--- src/rtl/axi_wr_arbiter_pkg.sv ---
// axi_wr_arbiter_pkg: bus widths (pkg.vh macro defaults) and AXI constants.
// Override ADDR_WIDTH / AXI_DATA_WIDTH / AXI_ID_WIDTH on the command line.
`ifndef ADDR_WIDTH
`define ADDR_WIDTH 32
`endif
`ifndef AXI_DATA_WIDTH
`define AXI_DATA_WIDTH 32
`endif
`ifndef AXI_ID_WIDTH
`define AXI_ID_WIDTH 4
`endif

package axi_wr_arbiter_pkg;
  localparam int ADDR_W = `ADDR_WIDTH;
  localparam int DATA_W = `AXI_DATA_WIDTH;
  localparam int ID_W   = `AXI_ID_WIDTH;
  localparam int STRB_W = DATA_W / 8;

  localparam logic [2:0] AXSIZE     = 3'($clog2(STRB_W));
  localparam logic [1:0] BURST_INCR = 2'b01;
  localparam logic [1:0] RESP_OKAY  = 2'b00;
endpackage

--- src/rtl/axi_wr_if.sv ---
// axi_wr_if: AXI write-channel bundle (AW, W, B).
// master = arbiter side, slave = memory side.
interface axi_wr_if;
  import axi_wr_arbiter_pkg::*;

  logic [ID_W-1:0]   AWID;
  logic [ADDR_W-1:0] AWADDR;
  logic [7:0]        AWLEN;
  logic [2:0]        AWSIZE;
  logic [1:0]        AWBURST;
  logic              AWVALID;
  logic              AWREADY;

  logic [DATA_W-1:0] WDATA;
  logic [STRB_W-1:0] WSTRB;
  logic              WLAST;
  logic              WVALID;
  logic              WREADY;

  logic [ID_W-1:0]   BID;
  logic [1:0]        BRESP;
  logic              BVALID;
  logic              BREADY;

  modport master (
    output AWID, AWADDR, AWLEN, AWSIZE, AWBURST, AWVALID,
    input  AWREADY,
    output WDATA, WSTRB, WLAST, WVALID,
    input  WREADY,
    input  BID, BRESP, BVALID,
    output BREADY
  );

  modport slave (
    input  AWID, AWADDR, AWLEN, AWSIZE, AWBURST, AWVALID,
    output AWREADY,
    input  WDATA, WSTRB, WLAST, WVALID,
    output WREADY,
    output BID, BRESP, BVALID,
    input  BREADY
  );
endinterface

--- src/rtl/axi_wr_arbiter_rr.sv ---
// rr_arbiter: round-robin pick starting one past the last grant.
// Returns a one-hot grant and its binary index.
module rr_arbiter #(
  parameter int N  = 4,
  parameter int IW = $clog2(N)
) (
  input  logic [N-1:0]  req_i,
  input  logic [IW-1:0] last_i,
  output logic [N-1:0]  gnt_o,
  output logic [IW-1:0] idx_o
);
  int            cand;
  logic [IW-1:0] cidx;
  logic          found;

  always_comb begin
    gnt_o = '0;
    idx_o = '0;
    found = 1'b0;
    cand  = 0;
    cidx  = '0;
    for (int k = 1; k <= N; k++) begin
      cand = (int'(last_i) + k) % N;
      cidx = IW'(cand);
      if (!found && req_i[cidx]) begin
        found       = 1'b1;
        idx_o       = cidx;
        gnt_o[cidx] = 1'b1;
      end
    end
  end
endmodule

--- src/rtl/axi_wr_arbiter.sv ---
// axi_wr_arbiter: N:1 round-robin arbiter onto one AXI write master.
// Define AXI_WR_ARB_TIMEOUT_EN to enable the B-channel watchdog.
module axi_wr_arbiter
  import axi_wr_arbiter_pkg::*;
#(
  parameter int NUM_REQ     = 4,
  parameter int TIMEOUT_CYC = 1023
) (
  input  logic                      clk,
  input  logic                      rst_n,
  input  logic [NUM_REQ-1:0]        req_valid,
  output logic [NUM_REQ-1:0]        req_ready,
  input  logic [NUM_REQ*ADDR_W-1:0] req_addr,
  input  logic [NUM_REQ*8-1:0]      req_len,
  input  logic [NUM_REQ*DATA_W-1:0] req_wdata,
  input  logic [NUM_REQ-1:0]        req_wvalid,
  output logic [NUM_REQ-1:0]        req_wready,
  output logic [NUM_REQ-1:0]        req_done,
  output logic [NUM_REQ-1:0]        req_err,
  axi_wr_if.master                  axi
);
  localparam int IW = $clog2(NUM_REQ);

  typedef enum logic [1:0] {
    S_IDLE, S_ADDR, S_DATA, S_RESP
  } state_e;

  state_e             state_q, state_d;
  logic [IW-1:0]      gnt_q, gnt_d;
  logic [IW-1:0]      last_q, last_d;
  logic [ADDR_W-1:0]  addr_q, addr_d;
  logic [7:0]         len_q, len_d;
  logic [7:0]         beat_q, beat_d;
  logic [NUM_REQ-1:0] done_q, done_d;
  logic [NUM_REQ-1:0] err_q, err_d;

  logic [NUM_REQ-1:0] arb_oh;
  logic [IW-1:0]      arb_idx;
  logic               w_hs, last_beat, tmo;

  logic [ADDR_W-1:0]  addr_a  [NUM_REQ];
  logic [7:0]         len_a   [NUM_REQ];
  logic [DATA_W-1:0]  wdata_a [NUM_REQ];

  for (genvar i = 0; i < NUM_REQ; i++) begin : g_unpack
    assign addr_a[i]  = req_addr[i*ADDR_W +: ADDR_W];
    assign len_a[i]   = req_len[i*8 +: 8];
    assign wdata_a[i] = req_wdata[i*DATA_W +: DATA_W];
  end

  rr_arbiter #(.N(NUM_REQ), .IW(IW)) u_rr (
    .req_i  (req_valid),
    .last_i (last_q),
    .gnt_o  (arb_oh),
    .idx_o  (arb_idx)
  );

  assign last_beat = (beat_q == len_q);
  assign w_hs      = (state_q == S_DATA) && req_wvalid[gnt_q]
                     && axi.WREADY;

`ifdef AXI_WR_ARB_TIMEOUT_EN
  localparam int TW = $clog2(TIMEOUT_CYC + 1);
  logic [TW-1:0] tmr_q;
  logic          unused;

  assign tmo = (state_q == S_RESP) && !axi.BVALID
               && (tmr_q == TW'(TIMEOUT_CYC - 1));

  always_ff @(posedge clk) begin
    if (!rst_n || state_q != S_RESP) tmr_q <= '0;
    else                             tmr_q <= tmr_q + TW'(1);
  end

  assign unused = ^axi.BID;
`else
  logic unused;
  assign tmo    = 1'b0;
  assign unused = (^axi.BID) ^ (TIMEOUT_CYC != 0);
`endif

  always_ff @(posedge clk) begin
    if (!rst_n) begin
      state_q <= S_IDLE;
      gnt_q   <= '0;
      last_q  <= IW'(NUM_REQ - 1);
      addr_q  <= '0;
      len_q   <= '0;
      beat_q  <= '0;
      done_q  <= '0;
      err_q   <= '0;
    end else begin
      state_q <= state_d;
      gnt_q   <= gnt_d;
      last_q  <= last_d;
      addr_q  <= addr_d;
      len_q   <= len_d;
      beat_q  <= beat_d;
      done_q  <= done_d;
      err_q   <= err_d;
    end
  end

  always_comb begin
    state_d = state_q;
    gnt_d   = gnt_q;
    last_d  = last_q;
    addr_d  = addr_q;
    len_d   = len_q;
    beat_d  = beat_q;
    done_d  = '0;
    err_d   = '0;
    unique case (state_q)
      S_IDLE: if (|req_valid) begin
        gnt_d   = arb_idx;
        addr_d  = addr_a[arb_idx];
        len_d   = len_a[arb_idx];
        state_d = S_ADDR;
      end
      S_ADDR: if (axi.AWREADY) begin
        beat_d  = '0;
        state_d = S_DATA;
      end
      S_DATA: if (w_hs) begin
        beat_d = beat_q + 8'd1;
        if (last_beat) state_d = S_RESP;
      end
      S_RESP: if (axi.BVALID || tmo) begin
        // a watchdog expiry is reported as an error completion
        done_d[gnt_q] = 1'b1;
        err_d[gnt_q]  = axi.BVALID ? (axi.BRESP != RESP_OKAY) : 1'b1;
        last_d        = gnt_q;
        state_d       = S_IDLE;
      end
      default: state_d = S_IDLE;
    endcase
  end

  always_comb begin
    axi.AWID    = ID_W'(gnt_q);
    axi.AWADDR  = addr_q;
    axi.AWLEN   = len_q;
    axi.AWSIZE  = AXSIZE;
    axi.AWBURST = BURST_INCR;
    axi.AWVALID = (state_q == S_ADDR);
    axi.WDATA   = wdata_a[gnt_q];
    axi.WSTRB   = '1;
    axi.WLAST   = (state_q == S_DATA) && last_beat;
    axi.WVALID  = (state_q == S_DATA) && req_wvalid[gnt_q];
    axi.BREADY  = (state_q == S_RESP);
    req_ready   = '0;
    req_wready  = '0;
    if (state_q == S_IDLE && rst_n) req_ready = arb_oh;
    if (state_q == S_DATA) req_wready[gnt_q] = axi.WREADY;
    req_done    = done_q;
    req_err     = err_q;
  end
endmodule

--- src/flat_wrapper.sv ---
// flat-port wrapper written by rule: the top's interface ports become plain ports
module axi_wr_arbiter_flat import axi_wr_arbiter_pkg::*;
#(
  parameter int NUM_REQ     = 4,
  parameter int TIMEOUT_CYC = 1023
)
  (clk, rst_n, req_valid, req_ready, req_addr, req_len, req_wdata, req_wvalid, req_wready, req_done, req_err, axi_AWID, axi_AWADDR, axi_AWLEN, axi_AWSIZE, axi_AWBURST, axi_AWVALID, axi_AWREADY, axi_WDATA, axi_WSTRB, axi_WLAST, axi_WVALID, axi_WREADY, axi_BID, axi_BRESP, axi_BVALID, axi_BREADY);
  axi_wr_if axi_i ();
  input  logic clk;
  input  logic rst_n;
  input  logic [NUM_REQ-1:0] req_valid;
  output logic [NUM_REQ-1:0] req_ready;
  input  logic [NUM_REQ*ADDR_W-1:0] req_addr;
  input  logic [NUM_REQ*8-1:0] req_len;
  input  logic [NUM_REQ*DATA_W-1:0] req_wdata;
  input  logic [NUM_REQ-1:0] req_wvalid;
  output logic [NUM_REQ-1:0] req_wready;
  output logic [NUM_REQ-1:0] req_done;
  output logic [NUM_REQ-1:0] req_err;
  output wire logic [$bits(axi_i.AWID)-1:0] axi_AWID;
  output wire logic [$bits(axi_i.AWADDR)-1:0] axi_AWADDR;
  output wire logic [$bits(axi_i.AWLEN)-1:0] axi_AWLEN;
  output wire logic [$bits(axi_i.AWSIZE)-1:0] axi_AWSIZE;
  output wire logic [$bits(axi_i.AWBURST)-1:0] axi_AWBURST;
  output wire logic [$bits(axi_i.AWVALID)-1:0] axi_AWVALID;
  input wire logic [$bits(axi_i.AWREADY)-1:0] axi_AWREADY;
  output wire logic [$bits(axi_i.WDATA)-1:0] axi_WDATA;
  output wire logic [$bits(axi_i.WSTRB)-1:0] axi_WSTRB;
  output wire logic [$bits(axi_i.WLAST)-1:0] axi_WLAST;
  output wire logic [$bits(axi_i.WVALID)-1:0] axi_WVALID;
  input wire logic [$bits(axi_i.WREADY)-1:0] axi_WREADY;
  input wire logic [$bits(axi_i.BID)-1:0] axi_BID;
  input wire logic [$bits(axi_i.BRESP)-1:0] axi_BRESP;
  input wire logic [$bits(axi_i.BVALID)-1:0] axi_BVALID;
  output wire logic [$bits(axi_i.BREADY)-1:0] axi_BREADY;
  assign axi_AWID = axi_i.AWID;
  assign axi_AWADDR = axi_i.AWADDR;
  assign axi_AWLEN = axi_i.AWLEN;
  assign axi_AWSIZE = axi_i.AWSIZE;
  assign axi_AWBURST = axi_i.AWBURST;
  assign axi_AWVALID = axi_i.AWVALID;
  assign axi_i.AWREADY = axi_AWREADY;
  assign axi_WDATA = axi_i.WDATA;
  assign axi_WSTRB = axi_i.WSTRB;
  assign axi_WLAST = axi_i.WLAST;
  assign axi_WVALID = axi_i.WVALID;
  assign axi_i.WREADY = axi_WREADY;
  assign axi_i.BID = axi_BID;
  assign axi_i.BRESP = axi_BRESP;
  assign axi_i.BVALID = axi_BVALID;
  assign axi_BREADY = axi_i.BREADY;
  axi_wr_arbiter #(.NUM_REQ(NUM_REQ), .TIMEOUT_CYC(TIMEOUT_CYC)) u_core (.clk(clk), .rst_n(rst_n), .req_valid(req_valid), .req_ready(req_ready), .req_addr(req_addr), .req_len(req_len), .req_wdata(req_wdata), .req_wvalid(req_wvalid), .req_wready(req_wready), .req_done(req_done), .req_err(req_err), .axi(axi_i));
endmodule
--- config.mk ---
export PLATFORM = sky130hd
export DESIGN_NAME = axi_wr_arbiter_flat
export DESIGN_NICKNAME = d
export VERILOG_FILES = /design/src/rtl/axi_wr_arbiter_pkg.sv /design/src/rtl/axi_wr_if.sv /design/src/rtl/axi_wr_arbiter_rr.sv /design/src/rtl/axi_wr_arbiter.sv /design/src/flat_wrapper.sv
export SDC_FILE = /design/constraint.sdc
export NUM_CORES = 1
export LEC_CHECK = 0
export BUFFER_PORTS_ARGS = -buffer_cell sky130_fd_sc_hd__clkbuf_2
export CORE_AREA = 2 2 161 163
export CTS_BUF_LIST = sky130_fd_sc_hd__clkbuf_16
export DETAILED_ROUTE_END_ITERATION = 6
export DIE_AREA = 0 0 163 165
export PLACE_DENSITY = 0.51
export SYNTH_ARGS = -nofsm -noshare
export SYNTH_HDL_FRONTEND = slang
export SYNTH_SLANG_ARGS = --single-unit
--- constraint.sdc ---
create_clock -name clk -period 6.75 [get_ports clk]
set_input_delay 0.675 -clock clk [delete_from_list [all_inputs] [get_ports clk]]
set_output_delay 0.675 -clock clk [all_outputs]
set_load 0.01 [all_outputs]
==> flow_metrics.tcl, run 1 <==
set metrics [dict create \
    synth_top_area_frac 0.243 \
    grt_first_pass_wirelength_um 29700 \
    start_util 0.204 \
    slowest_stage "dfxtp_1" \
    synth_area_leaders "dfxtp_1 24%, mux2i_1 16%, mux4_2 16%, o221ai_2 11%, nand3_1 4.6%" \
    synth_adder_area_share 0.0318 \
    crit_family "buffers and inverters" \
    cts_num_sinks 62 \
    crit_buf_inv 2 \
    dp.final_hpwl_um 16800 \
    grt_max_degree 61 \
    rows 58 \
    finalNonFillerCells 1178 \
    worstPathMaxFanout 60 \
    synth_seq_area_share 0.243 \
    wire_per_inst_um 17.7 \
    track_usage 0.147 \
    synthMuxAreaShare 0.323 \
    path_clk_slew_ns 0.06 \
    fp.coreArea_um2 25000 \
    synth_top_family_by_area "multiplexers" \
    avgSynthCellArea_um2 10.8 \
    wl_um 20900 \
    final_antenna_net_count 0 \
    p_leak_nw 3.49 \
    path_cells "inv_2 -> ha_1 -> mux4_2 -> nor2b_4 -> or4_4 -> o21ai_4 -> buf_4 -> mux2i_1 -> o221ai_2" \
    netlist_area_um2 5120 \
    critPathRequiredTime_ns 6.95 \
    drc 0 \
    cts_resized 0 \
    crit_type "reg2reg" \
    vias 5330 \
    post-route-period-util 0.636 \
    numCtsBuffers 9 \
    cellPowerDensity_nw_per_um2 293 \
    ys_types 49 \
    max_cap_violations 0 \
    holdWs_ns 0.489 \
    synth_area_leader_cell "dfxtp_1" \
    rsz0062_at_grt "no" \
    drt-initial-drc-count 230 \
    drv_slew 0 \
    first_global_vias 5232 \
    port_buffers 396 \
    clock_latency_ns 0.34 \
    ys.warnings.count 0 \
    setup_viol 0 \
    hold_viol 0 \
    layout.nets 1161 \
    hold_buffers 0 \
    dr.pass1.iters 4 \
    status "complete, no violations" \
    die_area_um2 26900 \
    synth_xor_area_frac 0.0257 \
    synthCells 475 \
    report.power.total_mw 2.20 \
    cts_setup_buffers 0 \
    async_flop_share 0 \
    root_buffer "clkbuf_16" \
    grt_antenna_before_repair 3 \
    maxSlewHeadroom 0.332 \
    die_w_um 163 \
    setup_tns_ns 0 \
    max_freq_mhz 233 \
    cts-htree-levels 3 \
    worstSetupStartpointType "register" \
    grt-ovfl-total 0 \
    drive_gt1_frac 0.597 \
    tightest_slew_ns 1.00 \
    synth_top_flop_cell "dfxtp_1" \
    syn_to_final_growth_pct 47.1 \
    hold_path.class "reg2reg" \
    synthSimpleGateAreaFrac 0.121 \
    place.gp.congestion 0.791 \
    period_minus_slack_ns 4.29 \
    crit_path_end_kind "register" \
    cts_tree "yes" \
    synth-edff-count 0 \
    peakVddDrop_uv 114 \
    cts_buffer_depth 2 \
    via_per_inst 4.52 \
    die_h_um 165 \
    synth-seq-cells 62 \
    synth-compound-area-share 0.165 \
    placed_cells 1160 \
    critPathMaxStageDelay_ns 0.86 \
    crit_arrival_ns 4.50 \
    skew_ns 0.00477 \
    num_io_pins 412 \
]
sequential cells by signal, indices dropped and copies added (netlist names):
| register | count |
|---|---|
| u_core.gnt_q | 2 |
| u_core.axi.AWADDR | 32 |
| u_core.req_err | 4 |
| u_core.beat_q | 8 |
| u_core.state_q | 2 |
| u_core.axi.AWLEN | 8 |
| u_core.last_q | 2 |
| u_core.req_done | 4 |
logic make-up (layout without fill, tap and decap cells):
group | after synthesis | after routing
adder cells (fa/ha/maj) | 13 | 13
other | 2 | 13
AND/OR/NAND/NOR | 125 | 125
XOR/XNOR | 15 | 15
flip-flops | 62 | 62
buffers and inverters | 66 | 428
AO/OA/AOI/OAI | 72 | 72
multiplexers | 120 | 120
per-layer routing:
layer	vias to the layer above	GRT usage	wire length (um)
li1	2553	-	-
met1	2495	0.155	7800
met2	255	0.283	11100
met3	27	0.0352	1400
met4	0	0.0523	584
met5	-	0	0
report_power, final:
part           internal [mW]  switching [mW]
sequential             0.480           0.105
clock                  0.321           0.179
combinational          0.510           0.609
total                   1.31           0.894
cell usage after synthesis (7+ instances only):
| master | instances |
|---|---|
| inv_1 | 7 |
| dfxtp_1 | 62 |
| nand2_1 | 14 |
| buf_4 | 11 |
| xnor2_1 | 9 |
| ha_1 | 13 |
| mux4_2 | 36 |
| buf_12 | 9 |
| buf_1 | 9 |
| mux2i_1 | 82 |
| clkbuf_1 | 21 |
| nand3_1 | 47 |
| a221oi_1 | 7 |
| o221ai_2 | 39 |
| nand4_1 | 8 |
| nor2_1 | 34 |
metrics by stage:
step | instance area [um^2] | util | setup slack, ns
5_1_grt | 7530 | 0.301 | 2.10
3_3_place_gp | 7210 | 0.288 | 2.42
4_1_cts | 7520 | 0.301 | 2.38
3_5_place_dp | 7210 | 0.288 | 2.38
2_1_floorplan | 5150 | - | 3.32
6_report | 7530 | 0.301 | 2.46
final timing paths:
kind                                             from               endpoint  slack, ns  cells past startpoint
worst min register to register  u_core.axi.AWADDR[28]  u_core.axi.AWADDR[28]       0.49                      2
worst max-delay path                 u_core.last_q[0]  u_core.axi.AWADDR[22]       2.46                      9
worst max register to register       u_core.last_q[0]  u_core.axi.AWADDR[22]       2.46                      9
worst min-delay path            u_core.axi.AWADDR[28]  u_core.axi.AWADDR[28]       0.49                      2
layout by cell type, fill, tap and decap left out, types with 3 or more instances in the layout:
cell type,n
mux2i_1,82
nand2_1,13
a22oi_1,4
nand3_1,47
o21a_1,3
nor2_1,34
xor2_1,6
ha_1,13
clkbuf_16,9
inv_1,7
nand4_1,8
nor3_1,6
conb_1,11
xnor2_1,9
clkbuf_2,396
buf_4,8
mux4_2,36
o221ai_2,39
dfxtp_1,60
a221oi_1,7
final cells by class:
type,instances,area [um^2]
Timing Repair Buffer,404,2040
Antenna cell,2,5.00
Tap cell,330,413
Multi-Input combinational cell,356,3480
Clock inverter,7,88.8
Fill cell,2658,17500
Clock buffer,9,225
Inverter,8,30.0
Sequential cell,62,1240
tightest hold or removal path: stages (launching register included):
cell	delay, ns
dfxtp_1	0.32
nand3_1	0.08
o221ai_2	0.06
(Power assumes the default switching activity.)
==> run 2: changes to the inputs <==
Settings changed: ABC_AREA set to 1, PLACE_DENSITY 0.51 to 0.56.
Clock period 6.75 ns to 3.55 ns, I/O delays scaled along.
==> run 2 against run 1 <==
  * Final cell count grew 42%
  * Die area is the same
  * Area after synthesis grew 12%
  * Clock power grew 54%
  * Flip-flop and latch count is the same
  * Design area grew 8.7%
  * Worst setup slack lost 1.8 ns
==> flow_metrics.tcl, run 2 <==
set metrics [dict create \
    synth_area_leader_cell "dfxtp_1" \
    period_minus_slack_ns 2.89 \
    root_buffer "clkbuf_16" \
    fp.coreArea_um2 25000 \
    ys_types 40 \
    async_flop_share 0 \
    max_freq_mhz 346 \
    final_antenna_net_count 0 \
    numCtsBuffers 9 \
    synth-edff-count 0 \
    crit_path_end_kind "primary output" \
    wire_per_inst_um 14.5 \
    synth_top_area_frac 0.217 \
    rsz0062_at_grt "no" \
    grt_max_degree 81 \
    synth_seq_area_share 0.217 \
    final_common_cell "clkbuf_2" \
    fin_area_um2 8180 \
    pre_cts_slack_ns 0.667 \
    worstSetupStartpointType "register" \
    synth_top_flop_cell "dfxtp_1" \
    die_h_um 165 \
    layout.nets 1656 \
    largest_reg_flops 32 \
    nFillCells 2837 \
    crit_type "reg2out" \
    synth_area_leaders "dfxtp_1 22%, nand3_1 20%, nand2_1 18%, inv_1 7.0%, nand3b_1 5.1%" \
    vias 7598 \
    critPathRequiredTime_ns 3.19 \
    tightest_slew_ns 0.817 \
    setup_viol 0 \
    syn_to_final_growth_pct 43.2 \
    drt-initial-drc-count 470 \
    cts_buffer_depth 2 \
    cts_tree "yes" \
    dp.final_hpwl_um 18900 \
    max_cap_violations 0 \
    die_w_um 163 \
    status "complete, no violations" \
    grt_first_pass_wirelength_um 35600 \
    ys.warnings.count 0 \
    start_util 0.228 \
    place.gp.congestion 0.825 \
    cellPowerDensity_nw_per_um2 680 \
    cts_setup_buffers 0 \
    drv_slew 0 \
    num_io_pins 412 \
    via_per_inst 4.55 \
    grt-ovfl-total 0 \
    rows 58 \
    synth.most_common_cell "nand2_1" \
    cts-htree-levels 3 \
    drive_gt1_frac 0.337 \
    synth_commonest_cells "276 x nand2_1, 227 x nand3_1, 107 x inv_1" \
    synth-seq-cells 62 \
    path_clk_slew_ns 0.05 \
    maxSlewHeadroom 0.454 \
    finalWorstSetupSlack_ns 0.664 \
    skew_ns 0.00831 \
    wl_um 24300 \
    grt_antenna_before_repair 1 \
    port_buffers 396 \
    crit_arrival_ns 2.53 \
    first_global_vias 6603 \
    holdWs_ns 0.349 \
    drc 0 \
    post-route-period-util 0.813 \
    die_area_um2 26900 \
    hold_buffers 0 \
    hold_depth 3 \
    worstPathMaxFanout 9 \
    dr.pass1.iters 5 \
    final_cell_mix "396 x clkbuf_2, 276 x nand2_1, 227 x nand3_1" \
    synthCells 980 \
    setup_tns_ns 0 \
    track_usage 0.168 \
    netlist_area_um2 5720 \
    placed_cell_area_um2 7940 \
    cts_resized 0 \
    hold_viol 0 \
    peakVddDrop_uv 336 \
    avgSynthCellArea_um2 5.83 \
    hold_path.class "in2reg" \
    p_leak_nw 4.76 \
    cts_num_sinks 62 \
    final_util 0.327 \
    clock_latency_ns 0.33 \
    worst_r2r_path_depth 17 \
]
run 2: cell count changes after synthesis, sizes merged, moves of 7 or more:
| cell | delta |
|---|---|
| mux4 | -36 |
| nand3 | +183 |
| nand3b | +37 |
| mux2i | -82 |
| o21ai | +9 |
| a221oi | -7 |
| nand2 | +269 |
| inv | +106 |
| clkbuf | +12 |
| a22oi | +29 |
| o221ai | -37 |
| nor2 | +33 |
run 2: power breakdown:
group          internal [mW]  switching [mW]
Clock                  0.454           0.314
Sequential             0.936           0.192
Combinational           1.31            2.36
Total                   2.70            2.86
run 2: worst max-delay path, cell delays in order (launching register included):
cell and delay (ns):
dfxtp_1 0.48, inv_1 0.24, ha_1 0.42, inv_1 0.08
nand3_1 0.09, nand2_1 0.14, inv_2 0.14, nand3_2 0.14
o221ai_1 0.20, nand2_1 0.07, inv_1 0.07, clkbuf_2 0.13
run 2: cell families (layout without fill, tap and decap cells):
logic type | count (synthesis) | count (layout) | share of synthesized area
other | 2 | 12 | 0.00131
flip-flops | 62 | 62 | 0.217
AO/OA/AOI/OAI | 61 | 61 | 0.0727
adder cells (fa/ha/maj) | 13 | 13 | 0.0285
buffers and inverters | 190 | 540 | 0.144
XOR/XNOR | 13 | 13 | 0.0199
AND/OR/NAND/NOR | 639 | 639 | 0.517
run 2: path summary, 6_finish.rpt:
kind,from,endpoint,slack [ns]
max reg2reg,u_core.last_q[1],u_core.axi.AWADDR[29],0.68
min,axi_BRESP[0],u_core.req_err[3],0.35
max,u_core.last_q[1],req_ready[3],0.66
min reg2reg,u_core.beat_q[7],u_core.beat_q[7],0.50
run 2: metrics by stage:
step	power (mW)	instances
floorplan	3.50	989
global placement	4.82	1655
detailed placement	4.84	1655
CTS	5.65	1669
global route	6.11	1670
finish	5.56	1670
run 2: final cells by class:
cell class	instances	area, um^2	share of cell area
Multi-Input combinational cell	737	3700	0.452
Timing Repair Buffer	412	2150	0.263
Sequential cell	62	1240	0.152
Inverter	114	430	0.0526
Tap cell	330	413	0.0505
Clock buffer	9	225	0.0275
Clock inverter	5	21.3	0.00260
Antenna cell	1	2.50	0.000306
run 2: layer usage:
layer,vias to the layer above,part of all wire,track usage
met5,-,0,0
met4,0,0.013,0.0406
met3,22,0.063,0.0367
met2,241,0.47,0.267
met1,3468,0.45,0.232
li1,3867,-,-
